==> src/rtl/neuron_access_ctrl.sv <==
// rtl/neuron_access_ctrl.sv - host command port to neuron state memory bridge
// Handles one write/read/enable/disable command at a time; ext_ack wait is bounded by TIMEOUT.
module neuron_access_ctrl #(
  parameter int NEURON_NUMBER = 256,
  parameter int NEUR_WIDTH    = 13,
  parameter int TIMEOUT       = 64,
  parameter int EN_RESET      = 1,
  localparam int AW = (NEURON_NUMBER > 1) ? $clog2(NEURON_NUMBER) : 1
) (
  input  logic                  clk,
  input  logic                  reset,
  input  logic                  cmd_valid,
  output logic                  cmd_ready,
  input  logic [1:0]            cmd_op,
  input  logic [AW-1:0]         cmd_addr,
  input  logic [NEUR_WIDTH-1:0] cmd_data,
  output logic                  rsp_valid,
  input  logic                  rsp_ready,
  output logic [NEUR_WIDTH-1:0] rsp_data,
  output logic                  rsp_err,
  output logic                  ext_req,
  input  logic                  ext_ack,
  output logic                  ext_we,
  output logic                  ext_re,
  output logic [AW-1:0]         ext_neur_addr,
  output logic [NEUR_WIDTH-1:0] ext_neur_data_in,
  input  logic [NEUR_WIDTH-1:0] ext_neur_data_out,
  output logic                  sys_en
);

  // Counter holds TIMEOUT itself so it never wraps on the final REQ cycle.
  localparam int CW = $clog2(TIMEOUT) + 1;

  typedef enum logic [2:0] {
    S_IDLE, S_REQ, S_WR, S_RD, S_RD_WAIT, S_RSP
  } state_t;

  state_t          state, state_nx;
  logic [CW-1:0]   cnt;
  logic            op_rd;
  logic            accept;
  logic            cnt_last;

  assign accept   = cmd_valid && cmd_ready;
  assign cnt_last = (cnt == CW'(TIMEOUT - 1));

  always_ff @(posedge clk) begin
    if (reset) state <= S_IDLE;
    else       state <= state_nx;
  end

  always_comb begin
    state_nx  = state;
    cmd_ready = 1'b0;
    rsp_valid = 1'b0;
    ext_req   = 1'b0;
    ext_we    = 1'b0;
    ext_re    = 1'b0;
    case (state)
      S_IDLE: begin
        cmd_ready = !reset;
        if (cmd_valid) state_nx = cmd_op[1] ? S_RSP : S_REQ;
      end
      S_REQ: begin
        ext_req = 1'b1;
        if (ext_ack)       state_nx = op_rd ? S_RD : S_WR;
        else if (cnt_last) state_nx = S_RSP;
      end
      S_WR: begin
        ext_req  = 1'b1;
        ext_we   = 1'b1;
        state_nx = S_RSP;
      end
      S_RD: begin
        ext_req  = 1'b1;
        ext_re   = 1'b1;
        state_nx = S_RD_WAIT;
      end
      S_RD_WAIT: begin
        ext_req  = 1'b1;
        state_nx = S_RSP;
      end
      S_RSP: begin
        rsp_valid = 1'b1;
        if (rsp_ready) state_nx = S_IDLE;
      end
      default: state_nx = S_IDLE;
    endcase
  end

  always_ff @(posedge clk) begin
    if (reset) begin
      cnt              <= '0;
      op_rd            <= 1'b0;
      ext_neur_addr    <= '0;
      ext_neur_data_in <= '0;
      rsp_data         <= '0;
      rsp_err          <= 1'b0;
      sys_en           <= (EN_RESET != 0);
    end else begin
      if (accept) begin
        op_rd            <= cmd_op[0];
        ext_neur_addr    <= cmd_addr;
        ext_neur_data_in <= cmd_data;
        cnt              <= '0;
        rsp_data         <= '0;
        rsp_err          <= 1'b0;
        if (cmd_op == 2'b10) sys_en <= 1'b1;
        if (cmd_op == 2'b11) sys_en <= 1'b0;
      end
      if (state == S_REQ) begin
        cnt <= cnt + CW'(1);
        if (!ext_ack && cnt_last) rsp_err <= 1'b1;
      end
      if (state == S_RD_WAIT) rsp_data <= ext_neur_data_out;
    end
  end

endmodule

==> config.mk <==
export PLATFORM = sky130hd
export DESIGN_NAME = neuron_access_ctrl
export DESIGN_NICKNAME = d
export VERILOG_FILES = /design/src/rtl/neuron_access_ctrl.sv
export SDC_FILE = /design/constraint.sdc
export NUM_CORES = 1
export LEC_CHECK = 0
export ABC_CLOCK_PERIOD_IN_PS = 1300
export BUFFER_PORTS_ARGS = -buffer_cell sky130_fd_sc_hd__buf_2
export CAP_MARGIN = 20
export CORE_ASPECT_RATIO = 0.5
export CORE_MARGIN = 2
export CORE_UTILIZATION = 43
export CTS_CLUSTER_DIAMETER = 50
export DETAILED_ROUTE_END_ITERATION = 10
export PLACE_DENSITY = 0.76
export SYNTH_ARGS = -nofsm -noshare
export SYNTH_HDL_FRONTEND = slang
export SYNTH_SLANG_ARGS = --single-unit
==> constraint.sdc <==
create_clock -name clk -period 1.3 [get_ports clk]
set_input_delay 0.26 -clock clk [delete_from_list [all_inputs] [get_ports clk]]
set_output_delay 0.26 -clock clk [all_outputs]
set_load 0.005 [all_outputs]
# Word-level counts from Yosys, hierarchy flattened
# Index checks and enable logic that the tools add are counted.
# classes
n_addsub,1
n_eq_ne,11
reduce_logical,12
muxes,21
# op_table
op,count
13-bit two-way mux,2
3-bit two-way mux,5
3-bit one-hot mux with 5 select lines,1
7-bit two-way mux,2
1-bit two-way mux,11
7-bit by 1-bit adder with 7-bit output (second input constant),1
7-bit by 6-bit == test with 1-bit output (second input constant),1
3-bit by 2-bit == test with 1-bit output (second input constant),2
3-bit == test (second input constant),2
2-bit nonzero test,3
2-bit == test (second input constant),2
2-bit inequality test (second input constant),2
4-bit OR reduction,1
3-bit by 1-bit == test with 1-bit output (second input constant),1
3-bit zero test,1
3-bit inequality test (second input constant),1
3-bit AND reduction,1
1-bit logical AND,2
1-bit zero test,2
2-bit AND reduction,1
2-bit OR reduction,1
# totals
out_inout_bits,41
in_bits,41
reg_bits,47
wordCells,53

# Depth between registers and ports, before layout
# Gate-level depths: netlist (run 1).
# depth
depth_word,6
depth_mapped,6

# Worst setup path before layout (run 1)
# No wires, ideal clock.
# synth_timing
path_kind,reg-to-reg
startpoint,register cnt[0]
endpoint,register state[0]
n_path_buf,0
arrival_time_ns,1.232
setup_time_ns,0.125
stages_incl_launch_ff,6
setup_slack_ns,-0.057
path_cell_list,dfxtp_1 -> ha_1 -> nand3_1 -> nor3_1 -> o32ai_2 -> mux2i_1
# synth_between
elab_chain_cells,3
# synth_rtl
item,line,rtl
"start, declared",39,logic [CW-1:0] cnt;
"start signal, assigned",112,cnt <= cnt + CW'(1);
7-bit by 6-bit == test with 1-bit output,45,assign cnt_last = (cnt == CW'(TIMEOUT - 1));
3-bit inequality test (no source line),-,
3-bit AND reduction (no source line),-,
"end signal, assigned",49,else state <= state_nx;
"end, declared",38,"state_t state, state_nx;"
# Every way passes these cells.
# A chain may end at the register's enable or synchronous reset.

# Worst setup path after layout (run 1)
# layout_timing
startpoint,register state[2]
endpoint,register sys_en
# layout_between
elab_chain_cells,4
# layout_rtl
item,line,rtl
3-bit zero test,59,case (state)
1-bit two-way mux,59,
1-bit logical AND,44,assign accept = cmd_valid && cmd_ready;
2-bit AND reduction (no source line),-,
"end signal, assigned",99,sys_en <= (EN_RESET != 0);
"end, declared",28,output logic sys_en
# Every way passes these cells.

==> results of run 1 <==
-- flip-flops by register name, indices dropped and copies added (netlist names) --
name,cells
ext_neur_data_in,13
rsp_data,13
ext_neur_addr,8
cnt,7
state,3
op_rd,1
rsp_err,1
sys_en,1
-- logic make-up (layout without fill, tap and decap cells) --
group / after synthesis / count (layout) / synth area share [%]
simple gates: 137 / 137 / 34.5
flops: 47 / 47 / 47.4
compound gates: 38 / 38 / 11.5
buf+inv: 19 / 130 / 5.04
fa+ha+maj: 1 / 1 / 0.630
xor+xnor: 1 / 1 / 0.441
mux: 1 / 1 / 0.504
-- layout make-up --
class                      instances  area share, %
inverter                           2          0.297
multi-input combinational        178           40.7
clock inverter                     1          0.148
clock buffer                       7           2.26
tap                               57           2.11
sequential                        47           28.3
timing repair buffer             120           26.2
-- stage by stage --
step / cells / setup WS (ns) / utilization, %
finish: 412 / -0.192 / 76.3
global route: 412 / -0.248 / 76.3
CTS: 408 / -0.131 / 68.2
detailed placement: 385 / -0.125 / 57.6
global placement: 385 / -0.0965 / 57.6
floorplan: 244 / -0.0532 / -
-- critical path, stage by stage (launching register included) --
cell,delay [ns]
sky130_fd_sc_hd__dfxtp_4,0.38
sky130_fd_sc_hd__nor4_4,0.27
sky130_fd_sc_hd__buf_4,0.20
sky130_fd_sc_hd__and2_4,0.25
sky130_fd_sc_hd__and3_1,0.19
sky130_fd_sc_hd__o21bai_1,0.08
-- per-layer routing --
layer	global-route usage, %	vias up	share of wire (%)
met1	27.7	1113	41
met5	0	-	0
met2	38.4	101	51
li1	-	1052	-
met4	7.99	0	3.6
met3	4.70	27	4.7
-- power groups by stage --
stage	Combinational (mW)	Sequential [mW]	Clock, mW
6_report	2.73	1.91	0.859
5_1_grt	2.89	1.93	0.922
4_1_cts	2.10	1.87	0.859
3_5_place_dp	1.51	1.86	0
3_3_place_gp	1.48	1.84	0
2_1_floorplan	0.865	1.87	0
-- worst paths after layout --
check | endpoint | cells past startpoint
max | sys_en | 5
min | ext_neur_data_in[10] | 3
max reg2reg | sys_en | 5
min reg2reg | rsp_data[1] | 2
-- cells in the final DEF (no fill, tap or decap), drive strengths merged, types with 3 or more instances in the layout --
cell type and instances:
buf 118, nand2 63, dfxtp 47, nand3b 25, a21oi 21, nor2 18, nand3 14, clkbuf 9
o21ai 6, nor3b 3, nor3 3, a31oi 3
-- repair_timing --
item,CTS,global route
endpoints found under the setup margin,49,51
gates cloned,4,2
gates resized for setup,59,73
buffers inserted,11,2
pin swaps,37,48
-- synth_stat cells, types with 3 or more instances --
| library cell | instances | area (um2) |
|---|---|---|
| sky130_fd_sc_hd__dfxtp_1 | 47 | 941 |
| sky130_fd_sc_hd__buf_2 | 8 | 40.0 |
| sky130_fd_sc_hd__o21ai_1 | 4 | 20.0 |
| sky130_fd_sc_hd__nand3b_1 | 25 | 188 |
| sky130_fd_sc_hd__a21oi_1 | 21 | 105 |
| sky130_fd_sc_hd__nor2_1 | 18 | 67.6 |
| sky130_fd_sc_hd__nand2_1 | 62 | 233 |
| sky130_fd_sc_hd__nor3_1 | 3 | 15.0 |
| sky130_fd_sc_hd__clkbuf_1 | 5 | 18.8 |
| sky130_fd_sc_hd__nand3_1 | 14 | 70.1 |
| sky130_fd_sc_hd__a31oi_1 | 3 | 18.8 |
==> run summary, run 1 <==
Counting flops and latches in the post-synthesis netlist gives 47. Number of global-route vias before repair: 1938. Summed over all cells, the static leakage comes to 1.50 nW. The tools report the proportion of power drawn by combinational gates as 49.6%. The run gives 47 as the maximum number of pins on one net before global-route repair.

The endpoint kind of the worst setup timing path is a register. The slew at the pin with the worst max-slew slack was 0.684 ns. Post-synthesis net count: 286.

The count of buffers from port buffering came out at 81. Clock-pin slew was measured on the worst setup and hold paths at 0.09 ns. The run gives 38 as the number of library cell types mapped by synthesis.

The tightest min-delay check is of the in -> reg type. 82 I/O pins were placed. Setup violations remaining at the end of the flow were counted as 49. The routability congestion estimate from global placement came out at 0.841. Dividing the detail-routed wire length by the instance count gives 18.2 um. The logs give 146 for the number of DRC markers after the initial detailed-route iteration and 2 for the maximum clock path buffer count. For the worst clock skew, the log shows 0.00417 ns. For this run, the leading register cell type out of synthesis is sky130_fd_sc_hd__dfxtp_1.

The final hold violation count is 0. In this run the most critical hold path is launched from cmd_data[10]. Derived from the worst setup path, the maximum achievable clock frequency is 0.670 GHz. Remaining routing DRC violations: 0.

A synthesized cell averages 8.14 um2. The worst-case IR drop observed on VDD is 0.764 mV. The type of the worst setup path is reg -> reg. Sequential cells were found to cover 47.4% of the synthesized design area. Final hold analysis gives a worst-case slack of 0.145 ns.

Number of sinks on the clock net: 47. The run gives 0 as the number of inserted diodes. In the final design database the tool counted 396 nets. The checks that failed: negative setup slack.

The depth of the CTS H-tree was 2; the number of flops mapped to enable cells by yosys was 0. For the total length of routed wires, the log shows 7510 um. For the number of antenna violations at the first check in global routing, the log shows 0. The minimum setup slack in the final design came out at -0.192 ns.

Register cell area after layout: 953 um2. The share of total power dissipated in sequential elements is 34.8%. Required time of the critical path: 1.48 ns. Counting the buffers created by CTS gives 5. The design draws 5.50 mW. The share of async-settable or async-resettable flops after synthesis was 0%.

The clock period minus final worst setup slack was 1.49 ns. The cell sitting at the root of the clock tree is a sky130_fd_sc_hd__clkbuf_8. Of the total power, the share spent switching nets is 37.7%.

The worst-path maximum fanout was 7; the layout cell share with drive strength beyond 1 was 60.3%. STA classifies the critical path startpoint as a register. The die is 52.1 um tall. The combined area of the multi-input logic cells is 0.00138 mm2, and the count of hold buffers inserted by post-cts repair is 0. The tools report the wire length of the first global-routing pass as 9050 um. After routing the design area is 0.00337 mm2. At the worst endpoint, the arrival time is 1.67 ns. In this run the power spent charging and discharging nets is 2.08 mW. Measured against its own limit, the worst slew margin works out to 54.1%. Effective utilization at floorplan: 44.9%. The power per cell area was 1630 mW/mm2. The run finished, with violations left. The warning count from the yosys run was 0; the sum of negative setup slack was -5.64 ns. The number of filler instances in the final layout was 270.

The timing startpoint of the critical path is state[2]. Of the total power, the clock network draws 15.6%. After global routing the overflow that remains totals 0. Max-slew violation count: 0. The cell count after synthesis came out at 244.

For this block, the via count after detailed routing is 2293. The die is 100 um wide. At the later pin of the worst-skew pair, clock insertion delay measures 0.29 ns. Detailed-routing iteration count for the pre-antenna-repair pass: 5. The worst register-to-register path has a setup slack of -0.19 ns. The cell area that synthesis handed to floorplanning was 0.00199 mm2. Max-cap violation count: 0. Relative to the synthesized area, the layout overhead comes to 69.8%.

In this run the critical register-to-register path is launched from state[2]. The floorplan step defined a core boundary enclosing 0.00442 mm2. Dividing the final minimum period by the clock period gives 115%. The HPWL after detailed placement is 3550 um. Setup repair after global routing could not meet its margin everywhere. The die covers 0.00521 mm2.

Global routing used 22.2% of the available tracks across all layers. In this run the core area contains 17 standard-cell rows. The internal power of the cells totals 3.43 mW. Mean number of vias per cell: 5.57. In this run the remaining antenna-violating nets after routing total 0. Placement-stage cell area: 0.00255 mm2. TritonCTS built the clock tree.
(Power assumes the default switching activity.)
==> run 2, diff against run 1 <==
--- a/config.mk
+++ b/config.mk
@@ -14,6 +14,7 @@
 export CTS_CLUSTER_DIAMETER = 50
 export DETAILED_ROUTE_END_ITERATION = 10
 export PLACE_DENSITY = 0.76
+export REMOVE_ABC_BUFFERS = 1
 export SYNTH_ARGS = -nofsm -noshare
 export SYNTH_HDL_FRONTEND = slang
 export SYNTH_SLANG_ARGS = --single-unit
==> run summary, run 2 (same netlist as run 1, synthesis figures left out) <==
The required time of the critical path was 1.04 ns (-0.44 ns). The run gives 2 (unchanged) as the depth of the CTS H-tree. The sum of negative setup slack is -6.27 ns (-0.634 ns), and the slew at the pin with the worst max-slew slack is 0.377 ns (-0.306 ns). The run gives 2012 (+3.8%) as the number of global-route vias before repair. In this run the worst hold path is classified as in -> reg. For the placement row count, the log shows 17 (unchanged). The maximum vdd ir drop came out at 0.592 mV (-22%). Number of antenna violations at the first check in global routing: 0 (unchanged). The final total power was 5.36 mW (-2.5%).

The run gives 0.668 GHz (-0.31%) as the maximum clock rate. The worst-case setup slack after placement was -0.198 ns (-0.0723 ns); the routability congestion estimate from global placement was 0.800 (-4.9%). Leaving out fill and tap cells, the most frequent cells in the layout are 80 x sky130_fd_sc_hd__buf_2, 60 x sky130_fd_sc_hd__nand2_1, 42 x sky130_fd_sc_hd__dfxtp_1.

The tools report the capturing instance or port of the critical path as rsp_valid. The tools report the die area as 0.00521 mm2 (unchanged). For the critical path arrival, the log shows 1.24 ns (-0.43 ns). The max-slew violation count is 0 (unchanged). The run gives 49 (unchanged) as the number of setup violations in the final report. The tools report the maximum number of pins on one net before global-route repair as 34 (-28%). The run finished, with violations left. Maximum clock path buffer count: 2 (unchanged). The power per cell area was 1680 mW/mm2 (+3.1%); the number of sinks on the clock net was 47 (unchanged). The clock buffer count from CTS is 5 (unchanged), and the number of inserted diodes is 0 (unchanged). The register cell area after layout came out at 955 um2 (+0.13%). The number of non-filler instances in the completed layout is 411 (-0.24%), and the effective utilization at floorplan is 44.9% (unchanged).

The number of nets in the layout is 395 (-0.25%). The critical path in this run is classified as reg -> out. The timing startpoint of the critical path is state[0].

The path depth of the worst reg2reg path is 7 (+2). Number of filler instances in the final layout: 332 (+23%). In the final layout, the registers with the most flip-flops are ext_neur_data_in (13), rsp_data (13), ext_neur_addr (8).

Setup repair after global routing could not meet its margin everywhere. The count of boundary I/O pins was 82 (unchanged); the layout cell share with drive strength beyond 1 was 51.4% (-8.9 points). The run gives -0.196 ns (-0.00459 ns) as the minimum setup slack in the final design. The tools report the max-cap violation count as 0 (unchanged). The via total after detailed routing came out at 2248 (-2.0%). The logs give 0 (unchanged) for the final hold violation count and 0.00125 mm2 (-9.3%) for the combined area of the multi-input logic cells.

The worst setup path is launched from a register. The clock root buffer master was sky130_fd_sc_hd__clkbuf_8. STA classifies the critical path endpoint as an output port.

The library cell used most frequently in the layout, excluding fill and tap cells, is sky130_fd_sc_hd__buf_2. The wire length per cell came out at 17.2 um (-5.7%). TritonCTS built the clock tree. Detailed-routing iteration count for the pre-antenna-repair pass: 4 (-1). For the cell count after placement, the log shows 388 (+0.78%). The share of the clock period used by the worst path was 115% (+0.35 points); the aggregate global routing overflow was 0 (unchanged). The number of stages on the worst hold path was 3 (unchanged).

The remaining antenna violation count came out at 0 (unchanged). The core region area is 0.00442 mm2 (unchanged). The count of buffers from port buffering was 81 (unchanged). The clock transition at the register clock pins on the worst setup and hold paths after CTS came out at 0.10 ns (about the same). The total length of routed wires was 7070 um (-5.9%); the all-layer global routing usage was 22.8% (+0.65 points). The tools report the beginning of the worst register-to-register path as state[1].

The smallest hold slack came out at 0.130 ns (-0.0149 ns). The mean number of vias per cell works out to 5.47 (-1.7%). For the worst clock skew, the log shows 0.00691 ns (+0.00274 ns). For the wire length of the first global-routing pass, the log shows 9290 um (+2.6%). The logs give 74.8% (+21 points) for the worst-case headroom to the max-slew limit and 107 (-27%) for the number of DRC markers after the initial detailed-route iteration. The clock period minus final worst setup slack was 1.50 ns (+0.00459 ns). From synthesis to final layout, the design area changed by 60.5%. Count of hold buffers inserted by post-cts repair: 0 (unchanged).

Worst-path maximum fanout: 4 (-3). The endpoint identified for the worst register-to-register timing path is ext_neur_data_in[3]. The half-perimeter wire length of the detailed placement result is 3700 um (+4.5%), and the die outline width is 100 um (unchanged). The logs give 0.31 ns (+0.02 ns) for the later-pin clock latency in the skew report and -0.18 ns (about the same) for the flop-to-flop setup slack. The final reports fail on negative setup slack. The tools report the remaining routing DRC violations as 0 (unchanged).

The floorplan die height was 52.1 um (unchanged); the standby leakage power was 1.45 nW (-3.9%).
run 2: changes by cell type in the layout (fill, tap and decap cells not counted), sizes merged:
cell | previous run | this run
buf | 118 | 117
clkbuf | 9 | 8
clkinv | 1 | 0
clkinvlp | 0 | 1
inv | 2 | 3
run 2: through the flow:
step / util (%) / cell area [um2]
after floorplan: - / 1890
after global placement: 58.1 / 2570
after detailed placement: 58.1 / 2570
after CTS: 65.4 / 2890
after global routing: 72.1 / 3190
final: 72.1 / 3190
run 2: worst min-delay path by stage:
stage	to	slack, ns	startpoint
after floorplan	cnt[3]	0.32	reset
after global placement	ext_neur_data_in[5]	0.44	cmd_data[5]
after detailed placement	ext_neur_addr[4]	0.45	cmd_addr[4]
after CTS	ext_neur_addr[4]	0.13	cmd_addr[4]
after global routing	ext_neur_data_in[6]	0.14	cmd_data[6]
final	ext_neur_data_in[12]	0.13	cmd_data[12]
run 2: area by class of cell:
type	count	share of cell area (%)
clock buffer	6	2.28
clock inverter	2	0.510
inverter	2	0.392
multi-input combinational	178	39.1
sequential	47	29.9
tap	57	2.24
timing repair buffer	119	25.5
run 2: timing repair:
| item | 4_1_cts | 5_1_grt |
|---|---|---|
| setup endpoints to repair | 52 | 50 |
| gates resized for setup | 37 | 48 |
| pin swaps | 8 | 51 |
| setup buffers | 9 | 4 |
| cloned | 1 | 2 |
run 2: critical path, stage by stage (launching register included):
cell and delay [ns]:
sky130_fd_sc_hd__dfxtp_4 0.39, sky130_fd_sc_hd__buf_6 0.14, sky130_fd_sc_hd__inv_6 0.05, sky130_fd_sc_hd__nor3b_4 0.19, sky130_fd_sc_hd__buf_2 0.16
run 2: power breakdown:
part / switching, mW / internal (mW) / leakage, nW
Combinational: 1.27 / 1.25 / 1.02
Sequential: 0.198 / 1.70 / 0.386
Clock: 0.546 / 0.388 / 0.0418
run 2: routing by layer:
| metal | GRT usage (%) | vias to the layer above | routed length, um |
|---|---|---|---|
| met2 | 44.3 | 70 | 3760 |
| li1 | - | 1047 | - |
| met3 | 4.57 | 28 | 280 |
| met1 | 25.7 | 1103 | 2760 |
| met4 | 6.62 | 0 | 274 |
| met5 | 0 | - | 0 |
==> run 3, diff against run 2 <==
--- a/config.mk
+++ b/config.mk
@@ -5,16 +5,18 @@
 export SDC_FILE = /design/constraint.sdc
 export NUM_CORES = 1
 export LEC_CHECK = 0
+export ABC_AREA = 1
 export ABC_CLOCK_PERIOD_IN_PS = 1300
 export BUFFER_PORTS_ARGS = -buffer_cell sky130_fd_sc_hd__buf_2
 export CAP_MARGIN = 20
 export CORE_ASPECT_RATIO = 0.5
 export CORE_MARGIN = 2
-export CORE_UTILIZATION = 43
+export CORE_UTILIZATION = 42
 export CTS_CLUSTER_DIAMETER = 50
 export DETAILED_ROUTE_END_ITERATION = 10
-export PLACE_DENSITY = 0.76
+export PLACE_DENSITY = 0.74
 export REMOVE_ABC_BUFFERS = 1
+export SLEW_MARGIN = 20
 export SYNTH_ARGS = -nofsm -noshare
 export SYNTH_HDL_FRONTEND = slang
 export SYNTH_SLANG_ARGS = --single-unit
==> run summary, run 3 <==
The logs give 47 (unchanged) for the number of sinks on the clock net and 4790 um (-32%) for the total length of routed wires. The run gives 3360 um (-9.2%) as the half-perimeter wire length of the detailed placement result. Following the worst setup path forward leads to its endpoint at op_rd. The share of the clock period used by the worst path came out at 106% (-9.5 points).

The worst setup path is launched from a register. The number of global-route vias before repair is 1678 (-17%). The remaining routing DRC violations was 0 (unchanged); the sum of negative setup slack was -0.210 ns (+6.06 ns). The standby leakage power came out at 1.31 nW (-9.1%).

For the final hold violation count, the log shows 0 (unchanged). The max-slew violation count is 0 (unchanged). The synthesized area per cell came out at 7.61 um2 (-6.5%). The share of the synthesized area in compound gates (AO/OA/AOI/OAI) came out at 11.6% (+0.10 points).

The logs give 390 (+0.52%) for the cell count after placement and 0.811 (+1.3%) for the routability congestion estimate from global placement. The flow ran to the end, but the final reports show violations. The mean number of vias per cell works out to 4.84 (-12%). The number of flops mapped to enable cells by yosys is 0 (unchanged), and the maximum vdd ir drop is 0.713 mV (+20%). The maximum number of pins on one net before global-route repair is 28 (-18%), and the number of non-filler instances in the completed layout is 404 (-1.7%).

The maximum clock path buffer count is 2 (unchanged). The run gives 5 (unchanged) as the clock buffer count from CTS. Setup repair after global routing could not meet its margin everywhere. The via total after detailed routing came out at 1954 (-13%). Largest family of logic cells by synthesized area: simple AND/OR/NAND/NOR gates. The area added between synthesis and finish came out at 37.3%. TritonCTS built the clock tree.

By area the synthesized netlist is led by sky130_fd_sc_hd__dfxtp_1 48%, sky130_fd_sc_hd__nand2_1 16%, sky130_fd_sc_hd__nand3_1 8.2%. The tools report the aggregate global routing overflow as 0 (unchanged). The fraction of post-synthesis cell area in the top cell type by area was 48.3% (+0.94 points); the warning count from the yosys run was 0 (unchanged). The wire length per cell came out at 11.9 um (-31%). The number of filler instances in the final layout was 407 (+23%). In the final layout, the registers with the most flip-flops are ext_neur_data_in (13), rsp_data (13), ext_neur_addr (8). The finished layout cell area was 0.00267 mm2 (-16%); the count of hold buffers inserted by post-cts repair was 0 (unchanged).

The minimum setup slack in the final design was -0.0730 ns (+0.123 ns). The number of setup violations in the final report is 5 (-90%). Flop-to-flop setup slack: -0.07 ns (+0.11 ns). The logs give 0 (unchanged) for the max-cap violation count and 7290 um (-21%) for the wire length of the first global-routing pass.

The clock period minus final worst setup slack is 1.37 ns (-0.123 ns), and the clock transition at the register clock pins on the worst setup and hold paths after CTS is 0.09 ns (about the same). By count the netlist is led by 82 x sky130_fd_sc_hd__nand2_1, 47 x sky130_fd_sc_hd__dfxtp_1, 32 x sky130_fd_sc_hd__nand3_1. Floorplan die height: 52.2 um (+0.18%). The logs give 0.00523 mm2 (+0.37%) for the die area and 20.1% (+2.7 points) for the part of the power in the clock network.

The layout cell share with drive strength beyond 1 was 42.4% (-9.0 points). For the proportion of power drawn by combinational gates, the log shows 37.9% (-9.2 points). The tools report the effective utilization at floorplan as 44.0% (-0.88 points). The tools report the synthesized cell area as 0.00195 mm2 (-2.0%).

Die outline width: 100 um (+0.18%). The largest total area in the synthesized netlist belongs to sky130_fd_sc_hd__dfxtp_1. The met2 track demand over resource in global routing is 31.9% (-12 points). The library cells used most frequently in the layout, excluding fill and tap cells, are 81 x sky130_fd_sc_hd__buf_2, 80 x sky130_fd_sc_hd__nand2_1, 42 x sky130_fd_sc_hd__dfxtp_1. The number of register bits inferred by synthesis is 47 (unchanged), and the worst clock skew is 0.00708 ns (+0.000169 ns). The instance count of the mapped netlist was 256 (+4.9%).

Placement-stage cell area: 0.00243 mm2 (-5.5%). The tools report the net switching power as 1.67 mW (-17%). The remaining antenna violation count came out at 0 (unchanged). The count of buffers from port buffering is 81 (unchanged), and the met3 usage in global routing is 3.63% (-0.94 points).

The number of nets in the layout came out at 388 (-1.8%). Slew at the pin with the worst max-slew slack: 0.270 ns (-0.107 ns). The count of boundary I/O pins was 82 (unchanged); the internal power was 2.94 mW (-12%). In this run the worst setup path begins at state[0]. The portion of total power attributed to sequential cells was 42.0% (+6.5 points). The global routing's busiest layer is met2.

The detailed-routing iteration count for the pre-antenna-repair pass was 4 (unchanged); the worst-path maximum fanout was 5 (+1). The maximum clock rate is 0.728 GHz (+9.0%). The run gives 0 (unchanged) as the number of inserted diodes.

The final total power was 4.61 mW (-14%); the adder-cell area share of the yosys netlist was 0.642% (+0.013 points). The final reports fail on negative setup slack. The path depth of the worst reg2reg path works out to 6 (-1). The critical path arrival was 1.56 ns (+0.32 ns).

Met1 track utilization from global routing: 21.1% (-4.6 points). The run gives 48.3% (+0.94 points) as the portion of the post-synthesis area used by sequential elements. The tools report the core region area as 0.00442 mm2 (unchanged). Most common cell in the netlist: sky130_fd_sc_hd__nand2_1. The xor and xnor fraction of the mapped netlist area works out to 0% (-0.44 points).

Type of the worst setup path: reg -> reg. The placement row count is 17 (unchanged). The library cell used most frequently in the layout, excluding fill and tap cells, is sky130_fd_sc_hd__buf_2.

Power per cell area: 1720 mW/mm2 (+2.5%). The startpoint identified for the worst register-to-register timing path is state[0]. The smallest hold slack came out at 0.150 ns (+0.0201 ns). STA classifies the critical path endpoint as a register.

The min-delay analysis places its worst path in the category in -> reg. The share of async-settable or async-resettable flops after synthesis was 0% (unchanged); the all-layer global routing usage was 17.5% (-5.3 points). In the synthesized netlist the dominant register cell turns out to be sky130_fd_sc_hd__dfxtp_1. The fraction of power spent switching nets is 36.1% (-1.5 points). The run gives 0 (unchanged) as the number of antenna violations at the first check in global routing. Number of library cell types mapped by synthesis: 22 (-42%). The simple-gate portion of the synthesized area came out at 32.8% (-1.7 points).

The run gives 1.48 ns (+0.44 ns) as the required time of the critical path. The share of cell area taken by muxes after synthesis was 0% (-0.50 points); the later-pin clock latency in the skew report was 0.30 ns (about the same). The tree is rooted in a sky130_fd_sc_hd__clkbuf_8. Depth of the CTS H-tree: 2 (unchanged). The worst-case headroom to the max-slew limit was 82.0% (+7.1 points). The worst register-to-register path ends at op_rd. Number of DRC markers after the initial detailed-route iteration: 79 (-26%).
==> run 3: final cells by class <==
| cell class | instances | area, um2 | area share, % |
|---|---|---|---|
| sequential | 47 | 955 | 35.7 |
| multi-input combinational | 180 | 915 | 34.2 |
| timing repair buffer | 94 | 544 | 20.4 |
| inverter | 18 | 90.1 | 3.37 |
| clock buffer | 6 | 82.6 | 3.09 |
| tap | 57 | 71.3 | 2.67 |
| clock inverter | 2 | 16.3 | 0.608 |
==> run 3: logic make-up (layout without fill, tap and decap cells) <==
kind of cell	after synthesis	after routing
and+or+nand+nor	142	142
DFF	47	47
AOI/OAI and AO/OA	37	37
buffers and inverters	29	120
adders and majority gates	1	1
==> run 3: power groups by stage <==
stage	combinational (mW)	clock, mW	sequential (mW)
global placement	1.43	0	1.90
floorplan	0.842	0	1.93
CTS	1.61	0.968	1.91
global route	1.95	1.02	1.97
finish	1.75	0.928	1.93
detailed placement	1.46	0	1.92
==> run 3: worst min-delay path by stage <==
stage                            from  depth (start not counted)             endpoint  slack, ns
after floorplan                 reset                          1         rsp_data[10]       0.32
after global placement          op_rd                          2                op_rd       0.44
after detailed placement        op_rd                          2                op_rd       0.44
after CTS                 cmd_addr[2]                          3     ext_neur_addr[2]       0.14
after global routing      cmd_data[9]                          3  ext_neur_data_in[9]       0.14
final                     cmd_data[5]                          3  ext_neur_data_in[5]       0.15
==> run 3: metal layers <==
layer | part of all wire (%) | up-vias
met5 | 0 | -
met4 | 0.40 | 0
met3 | 5.3 | 2
met2 | 50 | 55
met1 | 44 | 891
li1 | - | 1006
==> run 3: what timing repair did <==
action	in CTS	in global routing
pin swaps	4	1
resized for setup	14	20
endpoints found under the setup margin	11	48
hold endpoints to repair	0	0
buffers inserted	4	1
gates cloned	0	1
==> run 3: stage by stage <==
step           utilization, %  worst slack, ns
2_1_floorplan               -           -0.189
3_3_place_gp             54.9           0.0540
3_5_place_dp             54.9          0.00261
4_1_cts                  58.5          -0.0656
5_1_grt                  60.4           -0.133
6_report                 60.4          -0.0730
==> run 3: critical path: stages, from the launching register on <==
cell and delay (ns):
sky130_fd_sc_hd__dfxtp_4 0.38, sky130_fd_sc_hd__nor2_4 0.15, sky130_fd_sc_hd__buf_4 0.14, sky130_fd_sc_hd__nand4_4 0.16, sky130_fd_sc_hd__buf_6 0.18, sky130_fd_sc_hd__o21ai_0 0.17, sky130_fd_sc_hd__a21oi_1 0.07
